File: src/rtl/gaplus_vid_pkg.sv
// Shared video definitions for the Gaplus video mixer.
// Latency, transparent lookup code and pixel source select codes.
package gaplus_vid_pkg;

   localparam int         VMIX_LAT    = 5;
   localparam logic [7:0] SPCL_TRANSP = 8'hFF;

   typedef enum logic [1:0] {
      NONE   = 2'd0,
      BG     = 2'd1,
      SPRITE = 2'd2
   } vmix_sel_e;

endpackage

File: src/rtl/gaplus_vmix_if.sv
// Pixel, lookup ROM and palette PROM signals of the video mixer.
// master drives pixels and ROM data; slave is the mixer.
interface gaplus_vmix_if;

   logic        HB;
   logic        VB;
   logic [8:0]  SP_CLUT;
   logic [7:0]  BG_PIX;
   logic        BG_OPQ;
   logic        BG_PRI;
   logic [5:0]  STAR_PIX;
   logic [8:0]  SPCL_A;
   logic [7:0]  SPCL_D;
   logic [7:0]  PAL_A;
   logic [11:0] PAL_D;
   logic [3:0]  R;
   logic [3:0]  G;
   logic [3:0]  B;
   logic        HBO;
   logic        VBO;

   modport master (
      output HB, VB, SP_CLUT, BG_PIX, BG_OPQ, BG_PRI,
      output STAR_PIX, SPCL_D, PAL_D,
      input  SPCL_A, PAL_A, R, G, B, HBO, VBO
   );

   modport slave (
      input  HB, VB, SP_CLUT, BG_PIX, BG_OPQ, BG_PRI,
      input  STAR_PIX, SPCL_D, PAL_D,
      output SPCL_A, PAL_A, R, G, B, HBO, VBO
   );

endinterface

File: src/rtl/gaplus_vdelay.sv
// Fixed-depth shift register for sideband alignment.
// Reset loads every stage with rst_val_i.
module gaplus_vdelay #(
   parameter int W = 1,
   parameter int D = 1
) (
   input  logic         clk,
   input  logic         rst_n,
   input  logic [W-1:0] rst_val_i,
   input  logic [W-1:0] d_i,
   output logic [W-1:0] q_o
);

   logic [W-1:0] sr_q [D];

   // shift one stage per pixel clock
   always_ff @(posedge clk or negedge rst_n) begin
      if (!rst_n) begin
         for (int i = 0; i < D; i++) sr_q[i] <= rst_val_i;
      end else begin
         sr_q[0] <= d_i;
         for (int i = 1; i < D; i++) sr_q[i] <= sr_q[i-1];
      end
   end

   assign q_o = sr_q[D-1];

endmodule

File: src/rtl/gaplus_vmix.sv
// Gaplus video mixer: sprite/background priority, palette, starfield.
// Optional starfield insertion: define STARFIELD_EN.
module gaplus_vmix
   import gaplus_vid_pkg::*;
(
   input  logic               VCLK,
   input  logic               RESET_N,
   gaplus_vmix_if.slave       bus
);

   logic [8:0]  spcl_a_q;
   logic [7:0]  spcl_d_q;
   logic [7:0]  pal_a_q, pal_a_d;
   logic [11:0] pal_d_q;
   vmix_sel_e   sel3_q, sel4_q, sel_d;
   logic [3:0]  r_q, g_q, b_q, r_d, g_d, b_d;
   logic        hbo_q, vbo_q;
   logic [10:0] bg2;
   logic [1:0]  blk4;
   logic        sp_opq;

   // background fields and sprite-present flag, aligned with SPCL_D
   gaplus_vdelay #(.W(11), .D(2)) u_bg (
      .clk       (VCLK),
      .rst_n     (RESET_N),
      .rst_val_i (11'd0),
      .d_i       ({bus.BG_PIX, bus.BG_OPQ, bus.BG_PRI,
                   bus.SP_CLUT != 9'd0}),
      .q_o       (bg2)
   );

   // blanking resets to active so the pipeline flushes as blank
   gaplus_vdelay #(.W(2), .D(VMIX_LAT-1)) u_blk (
      .clk       (VCLK),
      .rst_n     (RESET_N),
      .rst_val_i (2'b11),
      .d_i       ({bus.HB, bus.VB}),
      .q_o       (blk4)
   );

`ifdef STARFIELD_EN
   logic [5:0] star4;

   gaplus_vdelay #(.W(6), .D(VMIX_LAT-1)) u_star (
      .clk       (VCLK),
      .rst_n     (RESET_N),
      .rst_val_i (6'd0),
      .d_i       (bus.STAR_PIX),
      .q_o       (star4)
   );
`else
   logic unused_nc;
   assign unused_nc = ^{bus.STAR_PIX, sel4_q};
`endif

   // transparent code or empty sprite address never wins
   assign sp_opq = bg2[0] && (spcl_d_q != SPCL_TRANSP);

   // priority select: opaque prioritised background beats sprite
   always_comb begin
      sel_d   = NONE;
      pal_a_d = 8'h00;
      if (sp_opq && !(bg2[2] && bg2[1])) begin
         sel_d   = SPRITE;
         pal_a_d = spcl_d_q;
      end else if (bg2[2]) begin
         sel_d   = BG;
         pal_a_d = bg2[10:3];
      end
   end

   // final colour: blanking, then starfield, then palette
   always_comb begin
      r_d = pal_d_q[11:8];
      g_d = pal_d_q[7:4];
      b_d = pal_d_q[3:0];
      if (blk4 != 2'b00) begin
         r_d = 4'h0;
         g_d = 4'h0;
         b_d = 4'h0;
`ifdef STARFIELD_EN
      end else if (sel4_q == NONE && star4 != 6'd0) begin
         r_d = {star4[5:4], star4[5:4]};
         g_d = {star4[3:2], star4[3:2]};
         b_d = {star4[1:0], star4[1:0]};
`endif
      end
   end

   // main pipeline registers, edges one through five
   always_ff @(posedge VCLK or negedge RESET_N) begin
      if (!RESET_N) begin
         spcl_a_q <= 9'd0;
         spcl_d_q <= 8'd0;
         pal_a_q  <= 8'd0;
         sel3_q   <= NONE;
         pal_d_q  <= 12'd0;
         sel4_q   <= NONE;
         r_q      <= 4'd0;
         g_q      <= 4'd0;
         b_q      <= 4'd0;
         hbo_q    <= 1'b1;
         vbo_q    <= 1'b1;
      end else begin
         spcl_a_q <= bus.SP_CLUT;
         spcl_d_q <= bus.SPCL_D;
         pal_a_q  <= pal_a_d;
         sel3_q   <= sel_d;
         pal_d_q  <= bus.PAL_D;
         sel4_q   <= sel3_q;
         r_q      <= r_d;
         g_q      <= g_d;
         b_q      <= b_d;
         hbo_q    <= blk4[1];
         vbo_q    <= blk4[0];
      end
   end

   assign bus.SPCL_A = spcl_a_q;
   assign bus.PAL_A  = pal_a_q;
   assign bus.R      = r_q;
   assign bus.G      = g_q;
   assign bus.B      = b_q;
   assign bus.HBO    = hbo_q;
   assign bus.VBO    = vbo_q;

endmodule

File: src/flat_wrapper.sv
// flat-port wrapper written by rule: the top's interface ports become plain ports
module gaplus_vmix_flat import gaplus_vid_pkg::*;
  (VCLK, RESET_N, bus_HB, bus_VB, bus_SP_CLUT, bus_BG_PIX, bus_BG_OPQ, bus_BG_PRI, bus_STAR_PIX, bus_SPCL_D, bus_PAL_D, bus_SPCL_A, bus_PAL_A, bus_R, bus_G, bus_B, bus_HBO, bus_VBO);
  gaplus_vmix_if bus_i ();
  input  logic VCLK;
  input  logic RESET_N;
  input wire logic [$bits(bus_i.HB)-1:0] bus_HB;
  input wire logic [$bits(bus_i.VB)-1:0] bus_VB;
  input wire logic [$bits(bus_i.SP_CLUT)-1:0] bus_SP_CLUT;
  input wire logic [$bits(bus_i.BG_PIX)-1:0] bus_BG_PIX;
  input wire logic [$bits(bus_i.BG_OPQ)-1:0] bus_BG_OPQ;
  input wire logic [$bits(bus_i.BG_PRI)-1:0] bus_BG_PRI;
  input wire logic [$bits(bus_i.STAR_PIX)-1:0] bus_STAR_PIX;
  input wire logic [$bits(bus_i.SPCL_D)-1:0] bus_SPCL_D;
  input wire logic [$bits(bus_i.PAL_D)-1:0] bus_PAL_D;
  output wire logic [$bits(bus_i.SPCL_A)-1:0] bus_SPCL_A;
  output wire logic [$bits(bus_i.PAL_A)-1:0] bus_PAL_A;
  output wire logic [$bits(bus_i.R)-1:0] bus_R;
  output wire logic [$bits(bus_i.G)-1:0] bus_G;
  output wire logic [$bits(bus_i.B)-1:0] bus_B;
  output wire logic [$bits(bus_i.HBO)-1:0] bus_HBO;
  output wire logic [$bits(bus_i.VBO)-1:0] bus_VBO;
  assign bus_i.HB = bus_HB;
  assign bus_i.VB = bus_VB;
  assign bus_i.SP_CLUT = bus_SP_CLUT;
  assign bus_i.BG_PIX = bus_BG_PIX;
  assign bus_i.BG_OPQ = bus_BG_OPQ;
  assign bus_i.BG_PRI = bus_BG_PRI;
  assign bus_i.STAR_PIX = bus_STAR_PIX;
  assign bus_i.SPCL_D = bus_SPCL_D;
  assign bus_i.PAL_D = bus_PAL_D;
  assign bus_SPCL_A = bus_i.SPCL_A;
  assign bus_PAL_A = bus_i.PAL_A;
  assign bus_R = bus_i.R;
  assign bus_G = bus_i.G;
  assign bus_B = bus_i.B;
  assign bus_HBO = bus_i.HBO;
  assign bus_VBO = bus_i.VBO;
  gaplus_vmix u_core (.VCLK(VCLK), .RESET_N(RESET_N), .bus(bus_i));
endmodule
File: config.mk
export PLATFORM = sky130hd
export DESIGN_NAME = gaplus_vmix_flat
export DESIGN_NICKNAME = d
export VERILOG_FILES = /design/src/rtl/gaplus_vid_pkg.sv /design/src/rtl/gaplus_vmix_if.sv /design/src/rtl/gaplus_vdelay.sv /design/src/rtl/gaplus_vmix.sv /design/src/flat_wrapper.sv
export SDC_FILE = /design/constraint.sdc
export NUM_CORES = 1
export LEC_CHECK = 0
export CAP_MARGIN = 0
export CORE_MARGIN = 1.5
export CORE_UTILIZATION = 47
export DETAILED_ROUTE_END_ITERATION = 8
export PLACE_DENSITY_LB_ADDON = 0.25
export SYNTH_ARGS = -nofsm -noshare
export SYNTH_HDL_FRONTEND = slang
export SYNTH_SLANG_ARGS = --single-unit
File: constraint.sdc
create_clock -name VCLK -period 1.79 [get_ports VCLK]
set_input_delay 0.358 -clock VCLK [delete_from_list [all_inputs] [get_ports VCLK]]
set_output_delay 0.358 -clock VCLK [all_outputs]
set_load 0.02 [all_outputs]
==> results.toml <==
[critical_path]
crit_slowest_cell = "clkdlybuf4s50_1"
cp_max_fo = 1
slowest_delay_ps = 620
worst_ep_required_time_ps = 1430
crit_chain = "clkdlybuf4s50_1"
critical_path_buf_inv_count = 1
path_delay_family = "buffers and inverters"
crit_arrival_ps = 1290
startpoint_type = "flip-flop"
critPathCaptureType = "output port"
crit_type = "flip-flop to output port"

[logic_synthesis]
yosys_warnings = 0
synth.cell_area_um2 = 2330
yosysTopAreaCell = "dfrtp_1"
ys_ff_latch = 81
synthFlopType = "dfrtp_1"
synth-edff-count = 0
syn_nets = 177
synthTopCellsByCount = "dfrtp_1 (71), and2_1 (12), dfstp_2 (10)"
yosysTopAreaCellShare_pct = 76.2
synth_cell_types = 15
post-synth-top-count-cell = "dfrtp_1"
async_flop_share_pct = 100
ys_seq_area_share_pct = 87.5
syn-instance-count = 128
synth_area_leaders = "dfrtp_1 (76%), dfstp_2 (11%), mux2i_1 (3.4%), and2_1 (3.2%), nand2_1 (1.4%)"
syn_avg_cell_area_um2 = 18.2

[grt]
globalRouteOverflowTotal = 0
gr-usage-all-layers_pct = 15.8
grt_pass1_vias = 1254
grt_antenna_before_repair = 0
grt_max_degree = 43
grt_pass1_wl_um = 5890

[final_layout]
nets = 262
final_util_pct = 71.8
n_antenna_cell = 0
synthToLayoutAreaGrowth_pct = 46.4
layout-drive-gt1-share_pct = 13.8
layout.cells.non_filler = 285

[route]
drt_first_iter_violations = 46
wl_per_cell_um = 12.7
top_layer = "met4"
post-route-drc-count = 0
drt_pre_antenna_iters = 4
met3_length_um = 230
routed_via_density = 4.35
routed_wl_um = 3620
drtAntennaViolNets = 0
wl_met2_um = 1880
route.layer.met1.wl_um = 1430
vias = 1241

[sta]
setup_viol_count_final = 0
slew_headroom_pct = 61.3
fin_skew_ps = 5.00
min_period_ps = 1650
rsz0062_at_grt = "false"
fin_hold_ws_ps = 349
fin_crit_sh_pct = 92.3
final-hold-violation-count = 0
max_freq_mhz = 605
slew_viol_final = 0
fin_setup_tns_ps = 0
worstMarginPinSlew_ps = 578

[pwr]
p_sw_mw = 0.755
pwr-share-clk_pct = 40.8
p_int_mw = 3.06
ir_drop_uv = 808
power_density_nw_per_um2 = 1120
seq_power_share_pct = 51.4
power.share.switching_pct = 19.8
p_leak_nw = 1.52
combPwrFrac_pct = 7.8
total_power_mw = 3.81

[clocking]
postCtsSetupBuffers = 0
htreeDepth = 3
clk_latency_ps = 330
cts_tree = "done"
clk_pin_slew_ps = 70
clockBufferDepth = 2
cts_made_buffers = 9
clkSinkCount = 81
cts_root_buf = "clkbuf_8"

[status]
status = "finished clean"

[die]
die_h_um = 73.4
die_w_um = 73.4
die-area_um2 = 5390
core_um2 = 4750
rows = 25
io_pins = 80
initial_core_util_pct = 49.0

[placement]
hpwlAfterDp_um = 2430
portBuffers = 73
place_inst = 268
globalplace.congestion = 0.640

[flow_run]
drv_cap = 0

[hold_path]
min_path_type = "flip-flop to flip-flop"
-- layer usage --
metal | vias up | global-route usage [%]
met4 | 0 | 10.5
met5 | - | 0
met2 | 48 | 24.9
met3 | 8 | 5.62
li1 | 567 | -
met1 | 618 | 18.1
-- layout by cell type (no fill, tap or decap) --
| master | count |
|---|---|
| nor3_1 | 1 |
| clkbuf_1 | 1 |
| o211ai_4 | 1 |
| inv_1 | 8 |
| clkbuf_8 | 10 |
| clkdlybuf4s50_1 | 70 |
| dlygate4sd3_1 | 1 |
| nand4_1 | 1 |
| nor4_1 | 1 |
| nand2_1 | 9 |
| dfrtp_1 | 71 |
| dfstp_2 | 10 |
| dlygate4sd2_1 | 2 |
| buf_4 | 2 |
| bufinv_16 | 3 |
| clkinv_2 | 1 |
| mux2i_1 | 8 |
| buf_12 | 1 |
| nor2_1 | 2 |
| and2_1 | 12 |
| nand3_1 | 1 |
| clkinvlp_4 | 1 |
| nand4_2 | 1 |
-- final cells by class --
| cell class | count | area [um^2] |
|---|---|---|
| Inverter | 8 | 30.0 |
| Multi-Input combinational cell | 37 | 253 |
| Clock buffer | 11 | 141 |
| Sequential cell | 81 | 2040 |
| Fill cell | 337 | 1340 |
| Clock inverter | 5 | 103 |
| Tap cell | 67 | 83.8 |
| Timing Repair Buffer | 76 | 763 |
-- state kept, by name, summed over array words and instances, names as in the netlist, 2 cells and up --
signal,cells
u_core.bus.B,4
u_core.bus.G,4
u_core.bus.PAL_A,8
u_core.bus.R,4
u_core.bus.SPCL_A,9
u_core.pal_d_q,12
u_core.spcl_d_q,8
u_core.u_bg.q_o,11
u_core.u_bg.sr_q,11
u_core.u_blk.q_o,2
u_core.u_blk.sr_q,6
-- through the flow --
step / instance area, um^2 / setup slack (ps)
detailed placement: 3160 / 352
floorplan: 2330 / 695
CTS: 3410 / 115
global placement: 3160 / 351
finish: 3410 / 137
global route: 3410 / 77.9
-- cells by family after synthesis --
group           after synthesis  share of synthesized area, %
simple gates                 28                          6.49
flops                        81                          87.5
compound gates                1                         0.912
buf+inv                      10                          1.66
mux                           8                          3.44
-- path summary, 6_finish.rpt --
| path | slack, ps | to | startpoint | cells past startpoint |
|---|---|---|---|---|
| max in group asynchronous | 740 | u_core.u_blk.sr_q[5] | RESET_N | 3 |
| hold reg to reg | 350 | u_core.u_bg.q_o[4] | u_core.u_bg.sr_q[15] | 0 |
| setup / recovery | 140 | bus_B[2] | u_core.bus.B[2] | 1 |
| min in group asynchronous | 480 | u_core.bus.SPCL_A[0] | RESET_N | 2 |
| setup reg to reg | 500 | u_core.bus.PAL_A[2] | u_core.spcl_d_q[3] | 3 |
| hold / removal | 350 | u_core.u_bg.q_o[4] | u_core.u_bg.sr_q[15] | 0 |
-- timing repair --
action                                  in CTS  in global routing
gates resized for setup                      2                  0
endpoints found under the hold margin       21                  0
hold buffers                                 1                  0
endpoints found under the setup margin       2                  0
-- power groups by stage --
stage | clock (mW) | combinational (mW) | sequential, mW
after floorplan | 0 | 0.0387 | 2.04
after global placement | 0 | 0.295 | 1.99
after detailed placement | 0 | 0.301 | 2.00
after CTS | 1.59 | 0.303 | 1.96
after global routing | 1.67 | 0.323 | 1.97
final | 1.55 | 0.297 | 1.96
No activity file was read; power rests on OpenSTA's default activity.
